--- src/rtl/simd_mem_arbiter.sv ---
// rtl/simd_mem_arbiter.sv - zero-latency SIMD RAM port pass-through with host load/store interleaving
//
// Purpose:
//   Sits between the SIMD processor RAM port and the on-chip data RAM. Processor
//   accesses pass straight through combinationally. A host req/ack port is
//   interleaved into cycles where the processor does not touch RAM, or into any
//   cycle while the processor is halted. The processor always wins a conflict.
//
// Ports:
//   clk, reset                      clock, asynchronous active-high reset
//   cpu_address/byteena/wdata       processor access fields
//   cpu_rden, cpu_wren              processor strobes (masked while cpu_halt=1)
//   cpu_rdata                       RAM read data, combinational from ram_rdata
//   cpu_halt                        processor halted; host may use every cycle
//   host_req, host_we               host request (held until ack), 1=write
//   host_address/byteena/wdata      host access fields, sampled with host_req
//   host_ack                        one-cycle registered completion pulse
//   host_rdata                      captured read data, held until next read capture
//   ram_address/byteena/wdata       RAM command fields
//   ram_rden, ram_wren              RAM strobes
//   ram_rdata                       RAM read data, valid RD_LAT cycles after rden
//
// Optional build macro MEM_ARB_STATS_EN:
//   adds host_stall_cycles (cycles in ISSUE lost to the processor) and
//   host_xfers (completed host transfers), both 16-bit saturating.

module simd_mem_arbiter #(
  parameter int ADDR_W = 14,
  parameter int DATA_W = 256,
  parameter int BE_W   = 32,
  parameter int RD_LAT = 2
) (
  input  logic              clk,
  input  logic              reset,
  input  logic [ADDR_W-1:0] cpu_address,
  input  logic [BE_W-1:0]   cpu_byteena,
  input  logic [DATA_W-1:0] cpu_wdata,
  input  logic              cpu_rden,
  input  logic              cpu_wren,
  output logic [DATA_W-1:0] cpu_rdata,
  input  logic              cpu_halt,
  input  logic              host_req,
  input  logic              host_we,
  input  logic [ADDR_W-1:0] host_address,
  input  logic [BE_W-1:0]   host_byteena,
  input  logic [DATA_W-1:0] host_wdata,
  output logic              host_ack,
  output logic [DATA_W-1:0] host_rdata,
  output logic [ADDR_W-1:0] ram_address,
  output logic [BE_W-1:0]   ram_byteena,
  output logic [DATA_W-1:0] ram_wdata,
  output logic              ram_rden,
  output logic              ram_wren,
  input  logic [DATA_W-1:0] ram_rdata
`ifdef MEM_ARB_STATS_EN
  ,
  output logic [15:0]       host_stall_cycles,
  output logic [15:0]       host_xfers
`endif
);

  // Countdown covers RD_LAT-1 for the legal range 1..4.
  localparam int CNT_W = 2;

  typedef enum logic [1:0] {
    S_IDLE,
    S_ISSUE,
    S_RD_WAIT,
    S_DONE
  } state_t;

  state_t            state;
  state_t            state_d;
  logic [CNT_W-1:0]  cnt;
  logic [CNT_W-1:0]  cnt_d;
  logic              latch_req;
  logic              capture;

  logic              we_q;
  logic [ADDR_W-1:0] address_q;
  logic [BE_W-1:0]   byteena_q;
  logic [DATA_W-1:0] wdata_q;

  logic              cpu_active;
  logic              host_sel;

  assign cpu_active = (cpu_rden | cpu_wren) & ~cpu_halt;

  // Host owns the RAM only in the one ISSUE cycle the processor leaves free.
  assign host_sel = (state == S_ISSUE) & ~cpu_active;

  assign cpu_rdata = ram_rdata;

  always_comb begin
    ram_address = cpu_address;
    ram_byteena = cpu_byteena;
    ram_wdata   = cpu_wdata;
    ram_rden    = cpu_rden & ~cpu_halt;
    ram_wren    = cpu_wren & ~cpu_halt;
    if (host_sel) begin
      ram_address = address_q;
      ram_byteena = byteena_q;
      ram_wdata   = wdata_q;
      ram_rden    = ~we_q;
      ram_wren    = we_q;
    end
  end

  always_comb begin
    state_d   = state;
    cnt_d     = cnt;
    latch_req = 1'b0;
    capture   = 1'b0;
    case (state)
      S_IDLE: begin
        if (host_req) begin
          latch_req = 1'b1;
          state_d   = S_ISSUE;
        end
      end
      S_ISSUE: begin
        if (!cpu_active) begin
          if (we_q) begin
            state_d = S_DONE;
          end else begin
            cnt_d   = CNT_W'(RD_LAT - 1);
            state_d = S_RD_WAIT;
          end
        end
      end
      S_RD_WAIT: begin
        // RAM is pipelined, so processor traffic in this window does not
        // disturb the host read already in flight.
        if (cnt == '0) begin
          capture = 1'b1;
          state_d = S_DONE;
        end else begin
          cnt_d = cnt - 1'b1;
        end
      end
      S_DONE: begin
        state_d = S_IDLE;
      end
      default: begin
        state_d = S_IDLE;
      end
    endcase
  end

  always_ff @(posedge clk or posedge reset) begin
    if (reset) begin
      state      <= S_IDLE;
      cnt        <= '0;
      host_ack   <= 1'b0;
      host_rdata <= '0;
      we_q       <= 1'b0;
      address_q  <= '0;
      byteena_q  <= '0;
      wdata_q    <= '0;
    end else begin
      state    <= state_d;
      cnt      <= cnt_d;
      // Registered so the pulse coincides exactly with the DONE cycle.
      host_ack <= (state_d == S_DONE);
      if (latch_req) begin
        we_q      <= host_we;
        address_q <= host_address;
        byteena_q <= host_byteena;
        wdata_q   <= host_wdata;
      end
      if (capture) begin
        host_rdata <= ram_rdata;
      end
    end
  end

`ifdef MEM_ARB_STATS_EN
  always_ff @(posedge clk or posedge reset) begin
    if (reset) begin
      host_stall_cycles <= '0;
      host_xfers        <= '0;
    end else begin
      if ((state == S_ISSUE) && cpu_active && (host_stall_cycles != 16'hFFFF)) begin
        host_stall_cycles <= host_stall_cycles + 16'd1;
      end
      if ((state_d == S_DONE) && (host_xfers != 16'hFFFF)) begin
        host_xfers <= host_xfers + 16'd1;
      end
    end
  end
`else
  // No statistics counters in this build.
`endif

endmodule

--- config.mk ---
export PLATFORM = sky130hd
export DESIGN_NAME = simd_mem_arbiter
export DESIGN_NICKNAME = d
export VERILOG_FILES = /design/src/rtl/simd_mem_arbiter.sv
export SDC_FILE = /design/constraint.sdc
export NUM_CORES = 1
export LEC_CHECK = 0
export BUFFER_PORTS_ARGS = -buffer_cell sky130_fd_sc_hd__clkbuf_2
export CAP_MARGIN = 30
export CORE_AREA = 4 4 650 652
export CTS_CLUSTER_SIZE = 40
export DETAILED_ROUTE_END_ITERATION = 7
export DIE_AREA = 0 0 654 656
export PLACE_DENSITY = 0.3
export SYNTH_ARGS = -nofsm -noshare
export SYNTH_HDL_FRONTEND = slang
export SYNTH_SLANG_ARGS = --single-unit
--- constraint.sdc ---
create_clock -name clk -period 21.8 [get_ports clk]
set_input_delay 1.09 -clock clk [delete_from_list [all_inputs] [get_ports clk]]
set_output_delay 1.09 -clock clk [all_outputs]
set_load 0.01 [all_outputs]
==> results of run 1 <==
[power by group through the flow]
stage                     clock network, W  registers [W]  logic (W)
final                              0.00148        0.00220    0.00262
after global routing               0.00158        0.00225    0.00279
after CTS                          0.00156        0.00221    0.00270
after detailed placement                 0        0.00223    0.00269
after global placement                   0        0.00224    0.00266
after floorplan                          0        0.00194    0.00128
[kinds of logic (layout without fill, tap and decap cells)]
group                    after synthesis  in the layout
AO/OA/AOI/OAI                         11             11
adder cells (fa/ha/maj)                1              1
buffers and inverters                360           1869
flip-flops                           564            564
multiplexers                         862            862
other                                  0             43
AND/OR/NAND/NOR                        8              8
[sequential cells by signal (all words and copies together) (netlist names)]
| signal | count |
|---|---|
| address_q | 14 |
| wdata_q | 256 |
| we_q | 1 |
| host_ack | 1 |
| state | 2 |
| host_rdata | 256 |
| cnt | 2 |
| byteena_q | 32 |
[path summary, 6_finish.rpt]
| kind | start | to | slack [ns] | cells past startpoint |
|---|---|---|---|---|
| max | state[1] | ram_wdata[194] | 15.95 | 9 |
| min | reset | host_rdata[61] | 0.40 | 2 |
| max reg2reg | state[0] | wdata_q[191] | 17.53 | 7 |
| min reg2reg | wdata_q[239] | wdata_q[239] | 0.50 | 1 |
| max in group asynchronous | reset | byteena_q[18] | 18.05 | 7 |
| min in group clk | wdata_q[239] | wdata_q[239] | 0.50 | 1 |
[worst max-delay path, cell delays in order (launching register included)]
cell	delay, ns
dfrtp_1	0.54
inv_1	0.15
nand3_4	0.60
buf_4	0.32
buf_16	0.28
buf_12	0.54
buf_4	0.35
buf_16	0.34
mux2_4	0.35
clkbuf_2	0.14
[layout make-up]
type / instances / area [um2]
diodes: 43 / 108
clock inverters: 32 / 378
inverters: 7 / 33.8
repair buffers: 1709 / 8800
well taps: 5497 / 6880
fillers: 48100 / 373000
multi-input cells: 882 / 10600
clock buffers: 121 / 2520
flip-flops and latches: 564 / 14100
[routing by layer]
metal  GRT usage [%]  vias up  routed length, um
li1                -     9091                  -
met1            16.2    12000             123000
met2            24.0     1697             150000
met3            10.5      733              50700
met4            2.77      266               7790
met5           0.269        -               1840
[cell usage in the layout, fill, tap and decap left out, types with 6 or more instances in the layout]
master and count:
mux2_4 200, buf_16 6, buf_4 15, mux2_2 605
diode_2 43, clkinv_2 12, clkbuf_2 1683, clkbuf_1 15
bufinv_16 7, mux2_1 55, inv_1 6, dfrtp_1 564
clkbuf_16 89, clkbuf_8 17
[through the flow]
| stage | util (%) | instances | area (um2) | setup WS, ns |
|---|---|---|---|---|
| 6_report | 10.4 | 8855 | 43500 | 15.95 |
| 4_1_cts | 10.4 | 8809 | 43300 | 15.43 |
| 5_1_grt | 10.4 | 8823 | 43400 | 15.63 |
| 3_5_place_dp | 9.70 | 8656 | 40400 | 15.61 |
| 3_3_place_gp | 9.68 | 8653 | 40300 | 15.38 |
| 2_1_floorplan | - | 1806 | 27500 | 4.94 |
==> impl_metrics.json, run 1 <==
{
  "outcome": "complete, no violations",
  "power_frac_clock_pct": 23.5,
  "grt_pass1_vias": 24000,
  "coreArea_um2": 416000,
  "synthFlopType": "dfrtp_1",
  "gp_congestion": 0.940,
  "num_rows": 237,
  "grt_pass1_wl_um": 392000,
  "leakagePower_nw": 19.8,
  "ios": 1684,
  "period_share_pct": 26.8,
  "area_growth_pct": 57.9,
  "path_max_fanout": 85,
  "power_w": 0.00631,
  "finalMaxSlewViolations": 0,
  "hold_buffers": 0,
  "synth.most_common_cell": "mux2_2",
  "yosysSeqAreaShare_pct": 51.3,
  "cts_tree": "built",
  "cts_resized": 0,
  "p_sw_w": 0.00272,
  "synth.avg_cell_area_um2": 15.2,
  "synth_top_family_by_area": "multiplexers",
  "drt_pass1_iterations": 5,
  "synth_mux_area_share_pct": 38.0,
  "synth_xor_area_share_pct": 0,
  "dp_hpwl_um": 305000,
  "drt_iter0_markers": 1486,
  "numCtsBuffers": 88,
  "ys_top_cells_by_area": "dfrtp_1 51%, mux2_2 25%, mux2_4 11%",
  "syn-num-nets": 2674,
  "clk_latency_ns": 0.81,
  "finalSetupTns_ns": 0,
  "p_seq_share_pct": 34.9,
  "hold_viol_final": 0,
  "grt_max_degree": 159,
  "syn-cell-area_um2": 27500,
  "setup_viol": 0,
  "cp.arrival_ns": 4.76,
  "cts_setup_buffers": 0,
  "die_y_um": 656,
  "synthSimpleGateAreaFrac_pct": 0.273,
  "path_clk_slew_ns": 0.05,
  "initial_utilization_pct": 6.61,
  "num_vias": 23800,
  "cts_max_level": 3,
  "max_cap_violations": 0,
  "cp.required_ns": 20.71,
  "syn_inst": 1806,
  "antenna_found_initial": 331,
  "endpoint_kind": "output port",
  "cts.sinks": 564,
  "synthArstFlopShare_pct": 100,
  "yosysUniqueCellTypes": 24,
  "routed_via_density": 2.68,
  "ant_nets": 0,
  "fmax_ghz": 0.171,
  "clock-root-buffer": "clkbuf_16",
  "p_comb_share_pct": 41.6,
  "ir_drop_mv": 0.0518,
  "nets": 4120,
  "portBuffers": 1683,
  "netlist.top_cell.by_area": "dfrtp_1",
  "fin_crit_ns": 5.85,
  "fin_skew_ns": 0.0373,
  "p_per_area_nw_per_um2": 145,
  "drive_gt1_share_pct": 80.2,
  "track_usage_pct": 15.0,
  "hold_slack_ns": 0.400,
  "ys_ff_latch": 564,
  "wirelength_um": 333000,
  "rsz0062_at_grt": "false",
  "die_area_um2": 429000,
  "hp-class": "in2async",
  "synthAdderAreaFrac_pct": 0.0455,
  "cp-start-kind": "register",
  "synth_compound_area_share_pct": 0.277,
  "routedWlPerCell_um": 37.6,
  "overflow": 0,
  "power_switching_share_pct": 43.1,
  "die_width_um": 654,
  "internal-power_w": 0.00359,
  "tightest_slew_ns": 1.09,
  "synth.top_cell.area_share_pct": 51.3,
  "ys_warn_count": 0,
  "path_class": "reg2out",
  "synth_enable_flop_cells": 0,
  "relSlewSlack_pct": 27.4,
  "synthTopCellsByCount": "605 x mux2_2, 564 x dfrtp_1, 260 x buf_4, 200 x mux2_4, 56 x buf_6",
  "drc": 0,
  "max-clock-path-buffers": 4
}
Power figures use the tool's default switching activity.
==> run 2, diff against run 1 <==
--- a/config.mk
+++ b/config.mk
@@ -5,12 +5,13 @@
 export SDC_FILE = /design/constraint.sdc
 export NUM_CORES = 1
 export LEC_CHECK = 0
+export ABC_AREA = 1
 export BUFFER_PORTS_ARGS = -buffer_cell sky130_fd_sc_hd__clkbuf_2
 export CAP_MARGIN = 30
-export CORE_AREA = 4 4 650 652
+export CORE_AREA = 4 4 654 656
 export CTS_CLUSTER_SIZE = 40
 export DETAILED_ROUTE_END_ITERATION = 7
-export DIE_AREA = 0 0 654 656
+export DIE_AREA = 0 0 658 660
 export PLACE_DENSITY = 0.3
 export SYNTH_ARGS = -nofsm -noshare
 export SYNTH_HDL_FRONTEND = slang
==> constraint.sdc (replaced) <==
create_clock -name clk -period 5.7 [get_ports clk]
set_input_delay 0.285 -clock clk [delete_from_list [all_inputs] [get_ports clk]]
set_output_delay 0.285 -clock clk [all_outputs]
set_load 0.01 [all_outputs]
==> run 2 against run 1 <==
Against the previous run:
- clock power grew to 4.1 times the previous value
- power increased to 4.0 times the previous value
- register-to-register slack worse by 14 ns
- die area is 1.2% higher
- critical endpoint is now ram_wdata[41]
- combinational power grew to 4.4 times the previous value
- wire length increased by 9.4%
- sequential share of layout area down 4.2 points
- via count increased by 43%
- sequential power rose to 3.4 times the previous value
- critical path depth is 2 lower
- largest cell class is now buffers
- hold slack worse by 0.25 ns
- clock skew grew 0.0089 ns
==> impl_metrics.json, run 2 <==
{
  "outcome": "complete, no violations",
  "setup_viol": 0,
  "max-clock-path-buffers": 4,
  "drt_iter0_markers": 2517,
  "cp.arrival_ns": 3.78,
  "clock-root-buffer": "clkbuf_16",
  "endpoint_kind": "output port",
  "crit_family": "buffers and inverters",
  "ys_warn_count": 0,
  "r2r-start": "cnt[0]",
  "nets": 6377,
  "synth.most_common_cell": "nand2_1",
  "fin_cells": 11300,
  "cts_setup_buffers": 0,
  "synthTopCellsByCount": "1305 x nand2_1, 564 x dfrtp_1, 502 x nand3_1, 312 x inv_1, 268 x buf_4",
  "synthFlopType": "dfrtp_1",
  "reg_top3": "host_rdata: 256 flops, wdata_q: 256 flops, byteena_q: 32 flops",
  "grt_pass1_wl_um": 442000,
  "syn_inst": 3622,
  "initial_utilization_pct": 6.60,
  "grt_pass1_vias": 33900,
  "yosysSeqAreaShare_pct": 50.6,
  "ys_top_cells_by_area": "dfrtp_1 51%, nand2_1 18%, nand3_1 9.0%",
  "die_y_um": 660,
  "track_usage_pct": 16.1,
  "utilization_pct": 11.8,
  "cts_tree": "built",
  "startpoint": "state[0]",
  "dp.cells": 10500,
  "cpMostUsedCell": "nand2_1",
  "synth_enable_flop_cells": 0,
  "fin_skew_ns": 0.0462,
  "drive_gt1_share_pct": 34.0,
  "cpPeakStageDelay_ns": 0.84,
  "final_common_cell": "clkbuf_2",
  "period_share_pct": 71.4,
  "ir_drop_mv": 0.244,
  "cts.sinks": 564,
  "drt_pass1_iterations": 6,
  "yosysUniqueCellTypes": 18,
  "ios": 1684,
  "path_max_fanout": 85,
  "antenna_found_initial": 319,
  "hold_buffers": 560,
  "syn-num-nets": 4490,
  "ant_nets": 0,
  "hp-class": "in2async",
  "portBuffers": 1683,
  "dp_hpwl_um": 318000,
  "die_width_um": 658,
  "tightest_slew_ns": 1.06,
  "num_vias": 33900,
  "synthArstFlopShare_pct": 100,
  "synth.top_cell.area_share_pct": 50.6,
  "fmax_ghz": 0.246,
  "synth.avg_cell_area_um2": 7.70,
  "relSlewSlack_pct": 29.4,
  "area_growth_pct": 79.1,
  "ys_ff_latch": 564,
  "p_per_area_nw_per_um2": 501,
  "gp_congestion": 0.946,
  "routedWlPerCell_um": 32.2,
  "fin_crit_ns": 4.07,
  "overflow": 0,
  "critPathSlowestCell": "buf_4",
  "num_rows": 239,
  "path_clk_slew_ns": 0.06,
  "wirelength_um": 364000,
  "hold_viol_final": 0,
  "crit_chain": "inv_2 -> nor2_4 -> nand2_4 -> buf_4 -> nand2_1 -> nand2_1 -> clkbuf_2",
  "cp_num_buf_inv": 3,
  "cp-start-kind": "register",
  "final_cell_mix": "1683 x clkbuf_2, 1304 x nand2_1, 564 x dfrtp_1",
  "routed_via_density": 3.00,
  "cp.required_ns": 5.41,
  "cts_max_level": 3,
  "finalMaxSlewViolations": 0,
  "syn-cell-area_um2": 27900,
  "netlist.top_cell.by_area": "dfrtp_1",
  "max_cap_violations": 0,
  "numCtsBuffers": 92,
  "leakagePower_nw": 25.5,
  "drc": 0,
  "path_class": "reg2out",
  "rsz0062_at_grt": "false",
  "coreArea_um2": 422000,
  "cts_resized": 0,
  "die_area_um2": 434000,
  "clk_latency_ns": 0.80,
  "grt_max_degree": 164
}
-- run 2: cell types whose count changed after synthesis, sizes merged, moves of 2 or more --
cell	change
nand2	+1304
o22ai	-3
nor3b	-2
inv	+307
a21oi	+63
mux2	-860
nor2	+64
o21ai	+302
nand3	+501
clkbuf	+84
mux2i	-2
buf	+63
-- run 2: per-layer routing --
metal	vias to the layer above	track usage (%)	wire length, um
met4	88	2.68	7110
met5	-	0	575
li1	15000	-	-
met2	1852	26.1	166000
met1	16500	19.1	147000
met3	505	8.31	43800
-- run 2: through the flow --
step | hold WS, ns | power (W) | instance area, um2 | setup slack, ns | setup TNS, ns
4_1_cts | 0.0892 | 0.0258 | 49700 | 1.24 | 0
2_1_floorplan | 0.418 | 0.0119 | 27900 | -2.26 | -1277.28
3_3_place_gp | 0.457 | 0.0190 | 40900 | 1.92 | 0
3_5_place_dp | 0.464 | 0.0189 | 41000 | 2.14 | 0
6_report | 0.152 | 0.0250 | 49900 | 1.63 | 0
5_1_grt | 0.126 | 0.0268 | 49800 | 1.25 | 0
-- run 2: logic make-up (layout without fill, tap and decap cells) --
family | after synthesis | after routing | synth area share [%]
buf+inv | 814 | 2773 | 15.2
simple gates | 1874 | 1874 | 27.5
flops | 564 | 564 | 50.6
fa+ha+maj | 1 | 1 | 0.0449
other cells | 0 | 83 | 0
compound gates | 369 | 369 | 6.64
-- run 2: layout make-up --
cell class | count | area (um2)
well taps | 5663 | 7090
fillers | 49400 | 372000
multi-input cells | 2244 | 9600
repair buffers | 2293 | 14600
clock buffers | 122 | 2620
inverters | 314 | 1180
flip-flops and latches | 564 | 14100
clock inverters | 44 | 495
diodes | 83 | 208
-- run 2: worst register-to-register path, delay by kind of cell, from the launching register on --
family / cells / cell delay [ns]
simple gates: 3 / 1.10
fa+ha+maj: 1 / 0.42
buf+inv: 2 / 0.52
flops: 1 / 0.39
-- run 2: worst paths after layout --
check / to / cells past startpoint / slack, ns
min reg2reg: host_rdata[131] / 2 / 0.48
max in group asynchronous: wdata_q[59] / 5 / 3.82
max: ram_wdata[41] / 7 / 1.63
min in group clk: wdata_q[159] / 4 / 0.26
min: host_rdata[241] / 3 / 0.15
max reg2reg: host_rdata[149] / 6 / 3.16
-- run 2: power by group --
part / leakage (nW) / internal (W) / switching, W
clock network: 1.55 / 0.00360 / 0.00251
logic: 17.1 / 0.00314 / 0.00832
registers: 6.82 / 0.00597 / 0.00146
total: 25.5 / 0.0127 / 0.0123
